<file path="config.mk">
export PLATFORM = sky130hd
export DESIGN_NAME = timer_counter
export DESIGN_NICKNAME = d
export VERILOG_FILES = /design/src/rtl/timer_counter_pkg.sv /design/src/rtl/timer_counter_regs.sv /design/src/rtl/timer_counter.sv
export SDC_FILE = /design/constraint.sdc
export NUM_CORES = 1
export LEC_CHECK = 0
export CORE_ASPECT_RATIO = 0.6
export CORE_MARGIN = 1.5
export CORE_UTILIZATION = 45
export DETAILED_ROUTE_END_ITERATION = 6
export GPL_TIMING_DRIVEN = 0
export PLACE_DENSITY = 0.72
export SKIP_CTS_REPAIR_TIMING = 1
export SLEW_MARGIN = 10
export SYNTH_ARGS = -nofsm -noshare
export SYNTH_HDL_FRONTEND = slang
export SYNTH_SLANG_ARGS = --single-unit
</file>
<file path="constraint.sdc">
create_clock -name clk -period 2.5 [get_ports clk]
set_clock_uncertainty 0.05 [all_clocks]
set_input_delay 0.25 -clock clk [delete_from_list [all_inputs] [get_ports clk]]
set_output_delay 0.25 -clock clk [all_outputs]
set_load 0.01 [all_outputs]
</file>
<file path="src/rtl/timer_counter_pkg.sv">
// Shared definitions for the timer_counter peripheral: FSM states, register
// offsets, CTRL bit positions and mode encodings.
package timer_counter_pkg;

  typedef enum logic [1:0] {
    IDLE = 2'd0,
    LOAD = 2'd1,
    CNT  = 2'd2,
    INT  = 2'd3
  } tc_state_e;

  localparam logic [1:0] TC_CTRL   = 2'd0;
  localparam logic [1:0] TC_PRESET = 2'd1;
  localparam logic [1:0] TC_COUNT  = 2'd2;
  localparam logic [1:0] TC_ACK    = 2'd3;

  localparam int CTRL_EN      = 0;
  localparam int CTRL_MODE_LO = 1;
  localparam int CTRL_MODE_HI = 2;
  localparam int CTRL_IM      = 3;

  localparam logic [1:0] MODE_ONESHOT = 2'd0;
  localparam logic [1:0] MODE_RELOAD  = 2'd1;

  // Modes 2 and 3 fall back to one-shot behaviour.
  function automatic logic is_reload(input logic [1:0] mode);
    return mode == MODE_RELOAD;
  endfunction

endpackage

</file>
<file path="src/rtl/timer_counter_regs.sv">
// Bus-visible register file (CTRL, PRESET) and the read mux for offsets 0-2.
module timer_counter_regs
  import timer_counter_pkg::*;
#(
  parameter int COUNT_W = 32
) (
  input  logic               clk,
  input  logic               reset,
  input  logic [1:0]         addr_i,
  input  logic               we_i,
  input  logic [31:0]        wdata_i,
  input  logic               en_clr_i,
  input  logic [COUNT_W-1:0] count_i,
  output logic               en_o,
  output logic [1:0]         mode_o,
  output logic               im_o,
  output logic [COUNT_W-1:0] preset_o,
  output logic               ctrl_wr_o,
  output logic [31:0]        rdata_o
);

  logic               en_q;
  logic [1:0]         mode_q;
  logic               im_q;
  logic [COUNT_W-1:0] preset_q;

  assign ctrl_wr_o = we_i && (addr_i == TC_CTRL);

  // A bus write to CTRL takes precedence over the one-shot EN clear.
  always_ff @(posedge clk) begin
    if (reset) begin
      en_q     <= 1'b0;
      mode_q   <= MODE_ONESHOT;
      im_q     <= 1'b0;
      preset_q <= '0;
    end else begin
      if (ctrl_wr_o) begin
        en_q   <= wdata_i[CTRL_EN];
        mode_q <= wdata_i[CTRL_MODE_HI:CTRL_MODE_LO];
        im_q   <= wdata_i[CTRL_IM];
      end else if (en_clr_i) begin
        en_q <= 1'b0;
      end
      if (we_i && (addr_i == TC_PRESET)) begin
        preset_q <= wdata_i[COUNT_W-1:0];
      end
    end
  end

  always_comb begin
    rdata_o = '0;
    case (addr_i)
      TC_CTRL: begin
        rdata_o[CTRL_EN]                   = en_q;
        rdata_o[CTRL_MODE_HI:CTRL_MODE_LO] = mode_q;
        rdata_o[CTRL_IM]                   = im_q;
      end
      TC_PRESET: rdata_o[COUNT_W-1:0] = preset_q;
      TC_COUNT:  rdata_o[COUNT_W-1:0] = count_i;
      default:   rdata_o = '0;
    endcase
  end

  assign en_o     = en_q;
  assign mode_o   = mode_q;
  assign im_o     = im_q;
  assign preset_o = preset_q;

endmodule

</file>
<file path="src/rtl/timer_counter.sv">
// Countdown timer with one-shot / auto-reload modes and a maskable irq.
// Build option TIMER_COUNTER_ACK_EN adds a write-to-clear ACK register at offset 3.
module timer_counter
  import timer_counter_pkg::*;
#(
  parameter int COUNT_W = 32
) (
  input  logic        clk,
  input  logic        reset,
  input  logic [1:0]  addr,
  input  logic        we,
  input  logic [31:0] wdata,
  output logic [31:0] rdata,
  output logic        irq
);

  tc_state_e          state_q;
  logic [COUNT_W-1:0] count_q;
  logic               irq_flag_q;

  logic               en;
  logic [1:0]         mode;
  logic               im;
  logic [COUNT_W-1:0] preset;
  logic               ctrl_wr;
  logic               ack_wr;
  logic               en_clr;
  logic [31:0]        regs_rdata;

  assign en_clr = (state_q == INT) && !is_reload(mode);

  timer_counter_regs #(
    .COUNT_W (COUNT_W)
  ) u_regs (
    .clk       (clk),
    .reset     (reset),
    .addr_i    (addr),
    .we_i      (we),
    .wdata_i   (wdata),
    .en_clr_i  (en_clr),
    .count_i   (count_q),
    .en_o      (en),
    .mode_o    (mode),
    .im_o      (im),
    .preset_o  (preset),
    .ctrl_wr_o (ctrl_wr),
    .rdata_o   (regs_rdata)
  );

`ifdef TIMER_COUNTER_ACK_EN
  assign ack_wr = we && (addr == TC_ACK);
  assign rdata  = (addr == TC_ACK) ? {31'b0, irq_flag_q} : regs_rdata;
`else
  assign ack_wr = 1'b0;
  assign rdata  = regs_rdata;
`endif

  // Later assignments win: INT setting the flag beats a same-cycle acknowledge.
  always_ff @(posedge clk) begin
    if (reset) begin
      state_q    <= IDLE;
      count_q    <= '0;
      irq_flag_q <= 1'b0;
    end else begin
      if (ctrl_wr || ack_wr) begin
        irq_flag_q <= 1'b0;
      end
      case (state_q)
        IDLE: begin
          if (en) state_q <= LOAD;
        end
        LOAD: begin
          count_q <= preset;
          state_q <= CNT;
          if (is_reload(mode)) irq_flag_q <= 1'b0;
        end
        CNT: begin
          if (!en) begin
            state_q <= IDLE;
          end else if (count_q <= COUNT_W'(1)) begin
            count_q <= '0;
            state_q <= INT;
          end else begin
            count_q <= count_q - COUNT_W'(1);
          end
        end
        INT: begin
          irq_flag_q <= 1'b1;
          state_q    <= is_reload(mode) ? LOAD : IDLE;
        end
        default: state_q <= IDLE;
      endcase
    end
  end

  assign irq = irq_flag_q & im;

endmodule

</file>
==> results.sh, run 1 <==
export IMPL_synthXorXnorAreaFrac_pct=1.02
export IMPL_crit_path_end_kind="register"
export IMPL_crit_chain="buf_6 -> or4_4 -> or4b_4 -> buf_6 -> nor4b_2 -> o31a_1 -> o32ai_1"
export IMPL_synth_top_family_by_area="simple AND/OR/NAND/NOR gates"
export IMPL_critPathMaxStageDelay_ns=0.75
export IMPL_ys_top_cells_by_count="nand2_1 (89), dfxtp_1 (71), a21oi_1 (60)"
export IMPL_status="complete, but fails checks"
export IMPL_grt_pass1_wl_mm=26.9
export IMPL_crit_required_ns=2.65
export IMPL_multi_input_comb_area_mm2=0.00280
export IMPL_viasPerCell=6.58
export IMPL_grt_overflow=0
export IMPL_synth_adder_area_share_pct=1.76
export IMPL_syn_area_mm2=0.00427
export IMPL_synth_seq_cells=71
export IMPL_io_buffers=69
export IMPL_cp_num_buf_inv=2
export IMPL_hold_violations=0
export IMPL_rows=27
export IMPL_cp_top_family="simple AND/OR/NAND/NOR gates"
export IMPL_criticalPathCategory="register to register"
export IMPL_synth_cell_types=58
export IMPL_cp_arrival_ns=3.06
export IMPL_drc=0
export IMPL_worst_path_most_repeated_cell="buf_6"
export IMPL_syn_instance_count=572
export IMPL_slowest_stage="nor4b_2"
export IMPL_powerDensity_mw_per_mm2=549
export IMPL_n_fill_cell=839
export IMPL_yosys_area_top_type="dfxtp_1"
export IMPL_synth_warnings=0
export IMPL_max_clock_freq_mhz=343
export IMPL_ys_seq_area_share_pct=33.3
export IMPL_drive_above_1_share_pct=13.1
export IMPL_synth_simple_area_share_pct=31.5
export IMPL_antenna_found_initial=0
export IMPL_track_usage_pct=36.2
export IMPL_place_ws_ns=-0.607
export IMPL_yosysMostFrequentCell="nand2_1"
export IMPL_grt_pass1_vias=4509
export IMPL_clkTransAtPathRegs_ns=0.07
export IMPL_grt_max_degree=15
export IMPL_drv_cap=0
export IMPL_cts_buffer_depth=2
export IMPL_htree_num_levels=3
export IMPL_wl_per_cell_um=23.4
export IMPL_post_route_period_util_pct=117
export IMPL_seq_area_mm2=0.00143
export IMPL_hold_depth=3
export IMPL_p_leak_nw=2.07
export IMPL_start_kind="register"
export IMPL_drtAntennaViolNets=0
export IMPL_clk_latency_ns=0.35
export IMPL_clockRootBuffer="clkbuf_16"
export IMPL_first_iter_violations=916
export IMPL_rsz0062_at_grt="true"
export IMPL_async_reset_ff_share_pct=0
export IMPL_r2r_setup_slack_ns=-0.41
export IMPL_gp_congestion=0.989
export IMPL_diodes=0
export IMPL_fin_tns_setup_ns=-9.83
export IMPL_io_pins=70
export IMPL_core_mm2=0.00919
export IMPL_nets=700
export IMPL_dp_hpwl_mm=12.9
export IMPL_wl_mm=18.5
export IMPL_synth_compound_area_share_pct=25.1
export IMPL_period_minus_slack_ns=2.91
export IMPL_clkSinkCount=71
export IMPL_synth_nets=615
export IMPL_slew_violations=0
export IMPL_failed_checks="negative setup slack"
export IMPL_numCtsBuffers=9
export IMPL_synthTopCellsByArea="dfxtp_1 (33%), nand2_1 (7.8%), a21oi_1 (7.0%)"
export IMPL_die_x_um=129
export IMPL_hp_start="wdata[29]"
export IMPL_rr_worst_depth=7
export IMPL_synth_ff_type="dfxtp_1"
export IMPL_yosys_area_top_type_share_pct=33.3
export IMPL_start_util_pct=46.5
export IMPL_cts_tree="built"
export IMPL_dr_pass1_iters=5
export IMPL_dieArea_mm2=0.0101
export IMPL_r2r_end="count_q[27]"
export IMPL_synthToLayoutAreaGrowth_pct=35.2
export IMPL_synthMuxAreaShare_pct=1.26
export IMPL_max_slew_worst_pin_slew_ns=0.862
export IMPL_min_to="u_regs.preset_o[29]"
export IMPL_die_h_um=78.5
export IMPL_total_power_mw=3.17
export IMPL_layout_setup_ws_ns=-0.414
export IMPL_synth_edf_count=0
export IMPL_utilization_pct=62.9
export IMPL_ir_drop_uv=421
export IMPL_setup_viol=32
export IMPL_timing_hold_ws_ns=0.398
export IMPL_r2r_start="count_q[4]"
export IMPL_crit_fanout=6
export IMPL_syn_avg_cell_area_um2=7.47
export IMPL_hold_path_class="input port to register"
export IMPL_via_count=5214
export IMPL_maxSlewHeadroom_pct=42.4
state kept, by name, summed over array words and instances, names as in the netlist:
signal,cells
irq_flag_q,1
u_regs.en_o,1
u_regs.mode_o,2
u_regs.preset_o,32
count_q,32
state_q,2
u_regs.im_o,1
layout make-up:
class / instances / share of cell area [%]
inverters: 8 / 0.520
flip-flops and latches: 71 / 24.7
clock inverters: 6 / 0.910
repair buffers: 81 / 13.8
multi-input cells: 438 / 48.4
plain buffers: 48 / 4.72
well taps: 130 / 2.82
clock buffers: 10 / 4.14
report_power, final:
group | switching [mW] | internal [mW]
Clock | 0.569 | 0.715
Sequential | 0.0395 | 1.16
Combinational | 0.394 | 0.293
tightest hold or removal path, delay by kind of cell:
family | cells | cell delay (ns)
buf+inv | 1 | 0.40
simple gates | 1 | 0.05
compound gates | 1 | 0.05
cells in the final DEF (no fill, tap or decap), types with 4 or more instances in the layout:
cell type / instances
a222oi_1: 4
and3_1: 8
clkbuf_16: 9
nand4_1: 8
a31oi_1: 13
inv_1: 7
nand2_1: 88
or4_1: 6
dlymetal6s2s_1: 7
a21oi_1: 59
dfxtp_1: 68
buf_4: 16
o21ai_0: 7
nor2_1: 23
o211ai_1: 6
nor2b_1: 30
nor4_1: 15
a211oi_1: 4
a22oi_1: 30
or3_1: 9
nand2b_1: 6
clkbuf_1: 33
o22ai_1: 5
nor3_1: 13
buf_6: 5
clkdlybuf4s50_1: 62
nand3_1: 23
stage by stage:
step	area [µm²]	std cells
after CTS	5430	787
after global placement	5130	771
after detailed placement	5130	771
after global routing	5780	792
final	5780	792
after floorplan	4280	572
routing by layer:
metal	up-vias	share of wire, %	routed length, µm	global-route usage, %
met1	2446	44	8080	53.5
met3	50	14	2670	12.5
met2	430	40	7410	48.9
li1	2288	-	-	-
met5	-	0	0	0
met4	0	2.0	379	9.66
worst max-delay path by stage:
stage,startpoint,endpoint,cells past startpoint
floorplan,count_q[4],count_q[10],9
global placement,count_q[6],count_q[27],7
CTS,addr[1],rdata[14],8
finish,count_q[4],count_q[27],7
detailed placement,addr[1],rdata[14],8
global route,count_q[4],state_q[0],9
logic make-up after synthesis:
family          count (synthesis)
buf+inv                        63
xor+xnor                        5
mux                             5
fa+ha+maj                       6
flops                          71
simple gates                  259
compound gates                163
No activity file was read; power rests on OpenSTA's default activity.
==> run 2: changes to the inputs <==
Settings changed: TNS_END_PERCENT set to 10.
==> results.sh, run 2 (synthesis results as in run 1) <==
export IMPL_status="complete, but fails checks"
export IMPL_failed_checks="design-rule violations, negative setup slack"
export IMPL_nets=698
export IMPL_p_leak_nw=1.95
export IMPL_dp_hpwl_mm=13.2
export IMPL_layout_setup_ws_ns=-0.413
export IMPL_dieArea_mm2=0.0101
export IMPL_grt_max_degree=14
export IMPL_drive_above_1_share_pct=9.86
export IMPL_start_util_pct=46.5
export IMPL_final_cell_mix="nand2_1 (88), dfxtp_1 (70), clkdlybuf4s50_1 (67)"
export IMPL_rsz0062_at_grt="true"
export IMPL_viasPerCell=6.65
export IMPL_p_sw_share_pct=29.7
export IMPL_cts_tree="built"
export IMPL_wl_mm=18.6
export IMPL_drtAntennaViolNets=0
export IMPL_drc=25
export IMPL_grt_overflow=0
export IMPL_ir_drop_uv=374
export IMPL_powerDensity_mw_per_mm2=580
export IMPL_mostFrequentLayoutCell="nand2_1"
export IMPL_clkPwrFrac_pct=43.5
export IMPL_wl_per_cell_um=23.5
export IMPL_critPathMaxStageDelay_ns=0.54
export IMPL_diodes=0
export IMPL_total_power_mw=3.28
export IMPL_io_buffers=69
export IMPL_clockRootBuffer="clkbuf_16"
export IMPL_grt_pass1_wl_mm=27.3
export IMPL_utilization_pct=61.6
export IMPL_numCtsBuffers=9
export IMPL_hold_violations=0
export IMPL_crit_required_ns=2.65
export IMPL_rows=27
export IMPL_clk_latency_ns=0.34
export IMPL_maxSlewHeadroom_pct=42.1
export IMPL_via_count=5243
export IMPL_clkTransAtPathRegs_ns=0.06
export IMPL_period_minus_slack_ns=2.91
export IMPL_gp_congestion=0.961
export IMPL_hp_start="wdata[27]"
export IMPL_criticalPathCategory="register to register"
export IMPL_grt_pass1_vias=4660
export IMPL_slew_violations=0
export IMPL_power_frac_seq_pct=36.5
export IMPL_max_slew_worst_pin_slew_ns=0.866
export IMPL_io_pins=70
export IMPL_max_clock_freq_mhz=343
export IMPL_slowest_stage="or4b_4"
export IMPL_crit_chain="buf_6 -> or4_4 -> or4b_4 -> buf_6 -> or4b_4 -> buf_4 -> a32oi_1 -> a31oi_1"
export IMPL_drv_cap=0
export IMPL_hold_path_class="input port to register"
export IMPL_start_kind="register"
export IMPL_p_int_mw=2.31
export IMPL_cts_buffer_depth=2
export IMPL_antenna_found_initial=0
export IMPL_htree_num_levels=3
export IMPL_synthToLayoutAreaGrowth_pct=32.4
export IMPL_die_x_um=129
export IMPL_cp_arrival_ns=3.06
export IMPL_critPathLaunch="count_q[4]"
export IMPL_crit_fanout=10
export IMPL_track_usage_pct=36.7
export IMPL_clkSinkCount=71
export IMPL_dr_pass1_iters=7
export IMPL_fin_tns_setup_ns=-10.38
export IMPL_die_h_um=78.5
export IMPL_power_switching_mw=0.976
export IMPL_core_mm2=0.00919
export IMPL_crit_path_end_kind="register"
export IMPL_first_iter_violations=785
export IMPL_timing_hold_ws_ns=0.397
export IMPL_setup_viol=35
export IMPL_r2r_start="count_q[4]"
export IMPL_p_comb_share_pct=20.0
export IMPL_post_route_period_util_pct=117
-- run 2: cell types whose count changed in the layout (fill, tap and decap cells not counted), moves of 3 or more --
cell / previous run / this run
clkbuf_1: 33 / 36
dlymetal6s2s_1: 7 / 2
nand3_2: 3 / 0
clkdlybuf4s50_1: 62 / 67
nand3_1: 23 / 26
-- run 2: power by group through the flow --
stage               logic [mW]  clock network (mW)  registers [mW]
floorplan                0.321                   0            1.20
global placement         0.549                   0            1.21
detailed placement       0.550                   0            1.21
CTS                      0.553                1.43            1.19
global route             0.674                1.48            1.20
finish                   0.656                1.43            1.20
-- run 2: layout make-up --
type / instances / area (µm²)
Clock inverter: 6 / 93.8
Inverter: 8 / 30.0
Buffer: 50 / 284
Fill cell: 842 / 3530
Sequential cell: 71 / 1420
Multi-Input combinational cell: 438 / 2690
Clock buffer: 9 / 225
Tap cell: 130 / 163
Timing Repair Buffer: 77 / 756
-- run 2: per-layer routing --
layer,up-vias,wire length (µm),track usage (%)
li1,2274,-,-
met1,2449,7790,52.1
met2,457,7110,49.3
met3,63,3160,15.5
met4,0,505,11.2
met5,-,0,0
-- run 2: metrics by stage --
step,worst slack (ns),cell area (µm²),std cells
floorplan,-0.214,4280,572
global placement,-0.959,5130,771
detailed placement,-0.622,5130,771
CTS,-0.673,5450,786
global route,-0.432,5660,789
finish,-0.413,5660,789
-- run 2: final timing paths --
path	slack, ns	cells past startpoint	end
max reg2reg	-0.41	8	count_q[18]
min	0.40	3	u_regs.preset_o[27]
min reg2reg	0.42	2	irq_flag_q
max	-0.41	8	count_q[18]
-- run 2: worst max-delay path: cells and delay by family (launching register included) --
family | cells | cell delay [ns]
compound gates | 2 | 0.34
flops | 1 | 0.31
buf+inv | 3 | 0.50
simple gates | 3 | 1.57
==> run 3: changes to the inputs <==
Settings changed: CTS_CLUSTER_DIAMETER set to 30.
==> results of run 3 <==
The final DEF is identical to that of run 2; final timing and power are the same.
